### src/rtl/fib_param_amisha.sv
`default_nettype none
// ============================================================================
//  Module      : fib_param_amisha
//  Description : Iterative Fibonacci / Lucas sequence generator (FSMD) with
//                parametrised index/result widths, sticky overflow tracking
//                with saturation, and a synchronous abort. Operates behind a
//                start / ready / done_tick handshake.
//  Revision    : 1.0 - initial release
// ============================================================================
module fib_param_amisha #(
    parameter int IW = 5,   // index width
    parameter int DW = 20   // result width (>= 2 so the Lucas seed 2 fits)
) (
    input  logic          clk_amisha,
    input  logic          reset_amisha,
    input  logic          start_amisha,
    input  logic          mode_amisha,
    input  logic          abort_amisha,
    input  logic [IW-1:0] i_amisha,
    output logic          ready_amisha,
    output logic          done_tick_amisha,
    output logic          ovf_amisha,
    output logic [DW-1:0] f_amisha
);

    // State encoding
    localparam logic [1:0] c_S_IDLE = 2'd0;
    localparam logic [1:0] c_S_OP   = 2'd1;
    localparam logic [1:0] c_S_DONE = 2'd2;

    // Sequence seeds: Fibonacci starts 0,1; Lucas starts 2,1
    localparam logic [DW-1:0] c_SEED_A_FIB   = '0;
    localparam logic [DW-1:0] c_SEED_A_LUCAS = DW'(2);
    localparam logic [DW-1:0] c_SEED_B       = DW'(1);
    localparam logic [DW-1:0] c_ALL_ONES     = '1;

    logic [1:0]    r_state;
    logic [1:0]    w_state_next;

    logic [DW-1:0] r_a;
    logic [DW-1:0] r_b;
    logic          r_a_ovf;
    logic          r_b_ovf;
    logic [IW-1:0] r_n;
    logic [DW-1:0] r_f;
    logic          r_ovf;

    // One extra bit so the carry out of a+b is visible
    logic [DW:0]   w_sum;
    logic          w_step_sat;
    logic          w_n_zero;

    assign w_sum      = {1'b0, r_a} + {1'b0, r_b};
    // Once either term has saturated, every later term is also too large
    assign w_step_sat = r_a_ovf | r_b_ovf | w_sum[DW];
    assign w_n_zero   = (r_n == '0);

    // State register
    always_ff @(posedge clk_amisha or posedge reset_amisha) begin
        if (reset_amisha) begin
            r_state <= c_S_IDLE;
        end else begin
            r_state <= w_state_next;
        end
    end

    // Next-state logic; abort outranks completion in OP
    always_comb begin
        w_state_next = r_state;
        case (r_state)
            c_S_IDLE: begin
                if (start_amisha) begin
                    w_state_next = c_S_OP;
                end
            end
            c_S_OP: begin
                if (abort_amisha) begin
                    w_state_next = c_S_IDLE;
                end else if (w_n_zero) begin
                    w_state_next = c_S_DONE;
                end
            end
            c_S_DONE: begin
                w_state_next = c_S_IDLE;
            end
            default: begin
                w_state_next = c_S_IDLE;
            end
        endcase
    end

    // Handshake outputs decoded from the state register only
    always_comb begin
        ready_amisha     = 1'b0;
        done_tick_amisha = 1'b0;
        case (r_state)
            c_S_IDLE: ready_amisha     = 1'b1;
            c_S_DONE: done_tick_amisha = 1'b1;
            default: begin
                ready_amisha     = 1'b0;
                done_tick_amisha = 1'b0;
            end
        endcase
    end

    // Datapath: seed on start, step a/b each OP cycle, capture result at n==0
    always_ff @(posedge clk_amisha or posedge reset_amisha) begin
        if (reset_amisha) begin
            r_a     <= '0;
            r_b     <= '0;
            r_a_ovf <= 1'b0;
            r_b_ovf <= 1'b0;
            r_n     <= '0;
            r_f     <= '0;
            r_ovf   <= 1'b0;
        end else begin
            case (r_state)
                c_S_IDLE: begin
                    if (start_amisha) begin
                        r_n     <= i_amisha;
                        r_a_ovf <= 1'b0;
                        r_b_ovf <= 1'b0;
                        r_a     <= mode_amisha ? c_SEED_A_LUCAS : c_SEED_A_FIB;
                        r_b     <= c_SEED_B;
                    end
                end
                c_S_OP: begin
                    if (!abort_amisha) begin
                        if (w_n_zero) begin
                            // Overflow is reported from a, so S(i+1) overflowing
                            // does not taint a result S(i) that fits
                            r_f   <= r_a;
                            r_ovf <= r_a_ovf;
                        end else begin
                            r_a     <= r_b;
                            r_a_ovf <= r_b_ovf;
                            r_n     <= r_n - 1'b1;
                            if (w_step_sat) begin
                                r_b     <= c_ALL_ONES;
                                r_b_ovf <= 1'b1;
                            end else begin
                                r_b     <= w_sum[DW-1:0];
                            end
                        end
                    end
                end
                default: begin
                    // DONE: hold everything for the single pulse cycle
                end
            endcase
        end
    end

    assign f_amisha   = r_f;
    assign ovf_amisha = r_ovf;

endmodule
`default_nettype wire

### config.mk
export PLATFORM = sky130hd
export DESIGN_NAME = fib_param_amisha
export DESIGN_NICKNAME = d
export VERILOG_FILES = /design/src/rtl/fib_param_amisha.sv
export SDC_FILE = /design/constraint.sdc
export NUM_CORES = 1
export LEC_CHECK = 0
export CORE_MARGIN = 2
export CORE_UTILIZATION = 45
export CTS_BUF_LIST = sky130_fd_sc_hd__clkbuf_4
export DETAILED_ROUTE_END_ITERATION = 8
export DONT_BUFFER_PORTS = 1
export SLEW_MARGIN = 0
export SYNTH_ARGS = -nofsm -noshare
export SYNTH_HDL_FRONTEND = slang
export SYNTH_SLANG_ARGS = --single-unit
export TNS_END_PERCENT = 5
### constraint.sdc
create_clock -name clk_amisha -period 3.5 [get_ports clk_amisha]
set_clock_uncertainty 0.1 [all_clocks]
set_input_delay 0.875 -clock clk_amisha [delete_from_list [all_inputs] [get_ports clk_amisha]]
set_output_delay 0.875 -clock clk_amisha [all_outputs]
set_load 0.02 [all_outputs]
==> results.md, run 1 <==
- Outcome: complete, no violations
- Worst Path Required: 3.72 ns
- # fillers: 832
- Sum of buffers and inverters on the critical path: 0
- Total GRT Usage: 0.199
- CTS tree: done
- PortBufs: 0
- Slowest cell delay on critical path: 0.47 ns
- Data arrival time of the critical path: 3.18 ns
- H-Tree Depth: 3
- Synth Cell Area: around 4000 µm²
- Leakage: approximately 0.0022 µW
- Initial cell density of the core: 0.461
- Ys Warns: 0
- Residual DRC: 0
- Clock slew at reported path FFs: 0.13 ns
- Sw Pwr: 793 µW
- Slowest-stage cell, CP: o221a_1
- Internal: 1550 µW
- # placed instances: around 530
- Final std cells w/o fill: 550
- Critical path peak fanout: 10
- Routed Antenna Nets: 0
- Ant diodes: 0
- CTS resizes: 0
- Ys flop type: dfrtp_1
- Vias: 3135
- WL final: between 8000 and 9000 µm
- First-pass GRT wire length: 15500 µm
- Avg Cell Area, Syn: slightly above 9 µm²
- Fmax: 337 MHz
- CORE AREA: 8640 µm²
- Seq/Total Area, Yosys: 0.440
- GP Congestion: 0.844
- Rel. slew slack: 0.470
- Num CTS Buffers: 9
- Crit. End Element: register
- Tightest Hold Check Type: input pin to async pin
- Sequential power share: 0.440
- Total gr overflow: 0
- Maximum capacitance violations: 0
- Final core occ: 0.493
- RSZ-0062 raised after global routing: no
- Synthesis-to-finish area growth: 6.91%
- Cell family with most CP delay: compound AO/OA/AOI/OAI gates
- Vias in the first global route: 3097
- Critical Path, Cell by Cell: ha_1, fa_1, a211oi_2, o211ai_2, a31oi_4, o221a_1, a21oi_4, a221o_1
- Drt via density: 5.70
- Largest net degree at the start of global routing: 37
- Root buffer cell: clkbuf_4
- Clock power share: 0.316
- Post-CTS Hold Buffers: 0
- Final setup viols: 0
- Peak VDD IR: roughly 0.00033 V
- Setup Fix Bufs, Post-CTS: 0
- NumNets Final: 470
- Pins Over Slew Limit: 0
- Clk_lat worst skew: 0.44 ns
- Sw frac: 0.339
- DR WL/cell: 16.1 µm
- Worst-Margin Slew: approximately 0.8 ns
- Footprint of the multi-input gates: 2080 µm²
- Post-route minimum period: 2.97 ns
- Setup slack, reg-to-reg: 0.53 ns
- Critical path class: register to register
- Final Cycle Share: 0.847
- Dpl hpwl: ~6000 µm
- PwrDens: 550 nW/µm²
- Asr flop ratio synth: 1.00
- Overall power: approximately 2300 µW
- Initial drt markers: between 100 and 150
- Clk buf depth: 2
- Initial antenna violation count: 0
- Sequential cell area: 1750 µm²
- Core Rows: 34
- Synth cell types: 54
- Fin Setup TNS: 0 ns
- Clock Sink Count: 70
- Share of post-route cells with drive strength above 1: 0.0814
- Pre-Repair DR Iteration Count: 4
- Count of state elements after synthesis: 70
- Num ports: 33
- Full die area: 9620 µm²
- Final hold vios: 0
- Die width: 98.1 µm
- Critical path startpoint category: register
- Synthesized instance count: 440
- EDFF count, synth: 0
- Syn Nets: 473
- Die height: 98.1 µm
- Logic pwr share: 0.244
[power by group through the flow]
stage | clock, µW | sequential [µW] | combinational [µW]
finish | 740 | 1030 | 571
global route | 787 | 1040 | 650
CTS | 750 | 1030 | 574
detailed placement | 0 | 1040 | 571
global placement | 0 | 1040 | 560
floorplan | 0 | 1020 | 472
[flip-flops by register name, indices dropped and copies added (netlist names)]
register	cells
r_n	5
ovf_amisha	1
r_state	2
r_b_ovf	1
r_a	20
f_amisha	20
r_a_ovf	1
r_b	20
[cell usage after synthesis (8+ instances only)]
cell type	count	share of area
a21o_1	8	0.015
a21oi_1	25	0.031
ha_1	22	0.069
o21ai_0	16	0.020
nand3_1	34	0.043
clkbuf_1	8	0.0075
xor2_1	10	0.022
nor2_1	15	0.014
nand2_1	121	0.11
a221o_1	8	0.020
a31oi_1	9	0.014
dfrtp_1	70	0.44
[placed cells by master (no fill, tap or decap), types with 3 or more instances in the layout]
cell type,synthesis,layout
o21ai_0,16,16
nand3_1,34,34
buf_4,2,6
o211ai_1,3,3
a221o_1,8,8
o211ai_2,3,3
and4_1,3,3
xnor2_1,3,3
nor3_1,6,6
nand2b_1,6,6
or3_1,3,3
nor2b_1,5,4
inv_1,6,5
a21oi_1,25,25
xor2_1,10,10
ha_1,22,22
bufinv_16,0,4
nand2_1,121,121
a211o_1,3,3
nand4_1,3,3
nor2_1,15,15
a21o_1,8,8
a31oi_1,9,9
clkbuf_4,0,9
dfrtp_1,70,70
a22o_1,3,3
[routing by layer]
layer,GRT usage,vias up,routed length (µm)
met1,0.275,1535,4340
li1,-,1544,-
met5,0,-,0
met3,0.0329,9,337
met4,0.0694,0,114
met2,0.320,47,4090
[kinds of logic after synthesis]
logic type               synth area share
AO/OA/AOI/OAI                       0.185
XOR/XNOR                           0.0286
adder cells (fa/ha/maj)            0.0741
buffers and inverters              0.0396
flip-flops                          0.440
multiplexers                      0.00503
AND/OR/NAND/NOR                     0.228
[worst register-to-register path, cell delays in order, from the launching register on]
cell and delay, ns:
dfrtp_1 0.42, ha_1 0.23, fa_1 0.45, a211oi_2 0.29, o211ai_2 0.16, a31oi_4 0.26, o221a_1 0.48, a21oi_4 0.18
a221o_1 0.29
[area by class of cell]
type / count / share of cell area
Timing Repair Buffer: 7 / 0.0153
Inverter: 7 / 0.00617
Multi-Input combinational cell: 342 / 0.488
Sequential cell: 70 / 0.411
Clock inverter: 7 / 0.0320
Tap cell: 108 / 0.0317
Clock buffer: 9 / 0.0159
[stage by stage]
step                area, µm²  hold WS, ns  worst slack (ns)
finish                   4260        0.363             0.534
detailed placement       4060        0.393             0.585
CTS                      4260        0.387             0.542
global placement         4060        0.388             0.653
floorplan                3980        0.366             0.757
global route             4260        0.424             0.369
[final timing paths]
kind / start / to / depth (start not counted)
max in group asynchronous: reset_amisha / r_b[10] / 2
min in group clk_amisha: r_a[2] / r_a[2] / 2
worst min-delay path: reset_amisha / r_n[0] / 1
worst max-delay path: r_a[0] / r_b[11] / 8
worst max register to register: r_a[0] / r_b[11] / 8
worst min register to register: r_a[2] / r_a[2] / 2
Power figures use the tool's default switching activity.
==> run 2, diff against run 1 <==
==> constraint.sdc (replaced) <==
create_clock -name clk_amisha -period 2.46 [get_ports clk_amisha]
set_clock_uncertainty 0.1 [all_clocks]
set_input_delay 0.615 -clock clk_amisha [delete_from_list [all_inputs] [get_ports clk_amisha]]
set_output_delay 0.615 -clock clk_amisha [all_outputs]
set_load 0.02 [all_outputs]
==> run 2 against run 1 <==
- via count rose by 3.0%
- critical endpoint is now r_b[18]
- clock power rose by 14%
- sequential share of layout area fell by 2.7 points
- first-iteration DRC count rose by 38%
- the flow now finishes with violations (negative setup slack)
- clock-buffer cell count rose by 2
- critical path type unchanged
- final cell count rose by 5.3%
- non-clock buffer count rose by 29
- sequential cell count did not move
- sequential power rose by 43%
- combinational power rose by 67%
==> results.md, run 2 (same netlist as run 1, synthesis figures left out) <==
- GP Congestion: 0.874 (was 0.844)
- RR Endpoint: r_b[18] (was r_b[11])
- Peak VDD IR: 0.000452 V (was 0.000331 V)
- Maximum capacitance violations: 0 (unchanged)
- Vias in the first global route: 3306 (was 3097)
- PortBufs: 0 (unchanged)
- Drt via density: 5.58 (was 5.70)
- RR Startpoint: r_a[0] (unchanged)
- RSZ-0062 raised after global routing: yes (was no)
- PwrDens: 717 nW/µm² (was 550 nW/µm²)
- Final hold vios: 0 (unchanged)
- Clock slew at reported path FFs: 0.11 ns (was 0.13 ns)
- Initial cell density of the core: 0.461 (unchanged)
- Ant diodes: 0 (unchanged)
- CORE AREA: 8640 µm² (unchanged)
- Worst setup margin: -0.00291 ns (was 0.534 ns)
- Data arrival time of the critical path: 2.68 ns (was 3.18 ns)
- Final setup viols: 2 (was 0)
- Root buffer cell: clkbuf_4 (unchanged)
- Total gr overflow: 0 (unchanged)
- Initial antenna violation count: 0 (unchanged)
- R2r worst-path depth: 8 (unchanged)
- Critical Path, Cell by Cell: ha_2, fa_2, a211oi_4, o211ai_2, a31oi_4, o21ai_1, or3_1, a32o_1 (was ha_1, fa_1, a211oi_2, o211ai_2, a31oi_4, o221a_1, a21oi_4, a221o_1)
- Clock Sink Count: 70 (unchanged)
- Initial drt markers: 145 (was 105)
- Pins Over Slew Limit: 0 (unchanged)
- Num CTS Buffers: 9 (unchanged)
- WL final: 9410 µm (was 8880 µm)
- Synthesis-to-finish area growth: 14.5% (was 6.91%)
- # fillers: 821 (was 832)
- Num ports: 33 (unchanged)
- Vias: 3228 (was 3135)
- Fmax: 406 MHz (was 337 MHz)
- Die height: 98.1 µm (unchanged)
- Commonest non-fill, non-tap cell in the layout: nand2_1 (unchanged)
- Worst-Margin Slew: 0.437 ns (was 0.794 ns)
- Outcome: complete, but fails checks (was complete, no violations)
- Critical path startpoint category: register (unchanged)
- Min-Delay Endpoint: r_a[1]
- Critical path peak fanout: 3 (was 10)
- Rel. slew slack: 0.708 (was 0.470)
- CTS tree: done (unchanged)
- Pre-Repair DR Iteration Count: 4 (unchanged)
- Share of post-route cells with drive strength above 1: 0.168 (was 0.0814)
- First-pass GRT wire length: 16200 µm (was 15500 µm)
- Sum of buffers and inverters on the critical path: 0 (unchanged)
- Die width: 98.1 µm (unchanged)
- Hold Crit Start: mode_amisha
- H-Tree Depth: 3 (unchanged)
- Tightest Hold Check Type: input pin to register (was input pin to async pin)
- Slowest cell delay on critical path: 0.41 ns (was 0.47 ns)
- Routed Antenna Nets: 0 (unchanged)
- Setup slack, reg-to-reg: -0.003 ns (was 0.53 ns)
- Pre-CTS WS: -0.112 ns (was 0.585 ns)
- Clk_lat worst skew: 0.43 ns (was 0.44 ns)
- Dpl hpwl: 6590 µm (was 6010 µm)
- Slowest-stage cell, CP: dfrtp_1 (was o221a_1)
- Hold Path Depth: 2
- Cell family with most CP delay: compound AO/OA/AOI/OAI gates (unchanged)
- Post-layout instance area: 4560 µm² (was 4260 µm²)
- Residual DRC: 0 (unchanged)
- Final Cycle Share: 1.00 (was 0.847)
- Largest net degree at the start of global routing: 43 (was 37)
- Critical path class: register to register (unchanged)
- Core Rows: 34 (unchanged)
- Crit. End Element: register (unchanged)
- Post-route minimum period: 2.46 ns (was 2.97 ns)
- NumNets Final: 499 (was 470)
- Full die area: 9620 µm² (unchanged)
- Total GRT Usage: 0.210 (was 0.199)
- Worst Path Required: 2.67 ns (was 3.72 ns)
- Most frequent cells in the layout: 121 x nand2_1, 70 x dfrtp_1, 34 x nand3_1 (unchanged)
- Clk buf depth: 2 (unchanged)
- Leakage: 0.00233 µW (was 0.00222 µW)
- Violated checks: negative setup slack
- DR WL/cell: 16.3 µm (was 16.1 µm)
- Cell Area, Placed: 4280 µm² (was 4060 µm²)
run 2: per-layer routing:
layer  GRT usage  up-vias  wire, µm
li1            -     1613         -
met1       0.279     1553      4420
met2       0.350       56      4510
met3      0.0508        6       401
met4      0.0449        0        78
met5           0        -         0
run 2: per-stage QoR:
stage | hold slack, ns | power [µW] | std cells | TNS [ns] | util
after floorplan | 0.366 | 2130 | 440 | 0 | -
after global placement | 0.277 | 2380 | 562 | -0.00358 | 0.496
after detailed placement | 0.278 | 2410 | 562 | -1.38 | 0.496
after CTS | 0.209 | 3260 | 579 | -0.0480 | 0.517
after global routing | 0.192 | 3500 | 579 | -0.747 | 0.528
final | 0.232 | 3270 | 579 | -0.00570 | 0.528
run 2: layout make-up:
| class | count | area [µm²] | share of cell area |
|---|---|---|---|
| Clock buffer | 11 | 82.6 | 0.0181 |
| Clock inverter | 5 | 73.8 | 0.0162 |
| Inverter | 7 | 32.5 | 0.00713 |
| Multi-Input combinational cell | 342 | 2180 | 0.479 |
| Sequential cell | 70 | 1750 | 0.384 |
| Tap cell | 108 | 135 | 0.0296 |
| Timing Repair Buffer | 36 | 302 | 0.0661 |
run 2: how the worst max path moves through the flow:
stage / start / end / slack, ns / cells past startpoint
3_3_place_gp: r_a[0] / r_b[8] / -0.002 / 9
3_5_place_dp: r_a[0] / r_b[5] / -0.11 / 9
2_1_floorplan: r_a[0] / r_b[10] / 0.03 / 9
6_report: r_a[0] / r_b[18] / -0.003 / 8
5_1_grt: r_b[0] / r_b[10] / -0.12 / 9
4_1_cts: r_a[0] / r_b[10] / -0.03 / 9
run 2: power by group:
group	internal [µW]	switching [µW]	total [µW]
sequential	1300	177	1470
combinational	405	548	953
clock	429	413	842
run 2: timing repair:
item                                    in CTS  in global routing
endpoints found under the hold margin        1                  0
hold buffers                                 1                  0
endpoints found under the setup margin      17                 45
buffers inserted                             0                  0
resized for setup                            4                 16
pin swaps                                    0                  3
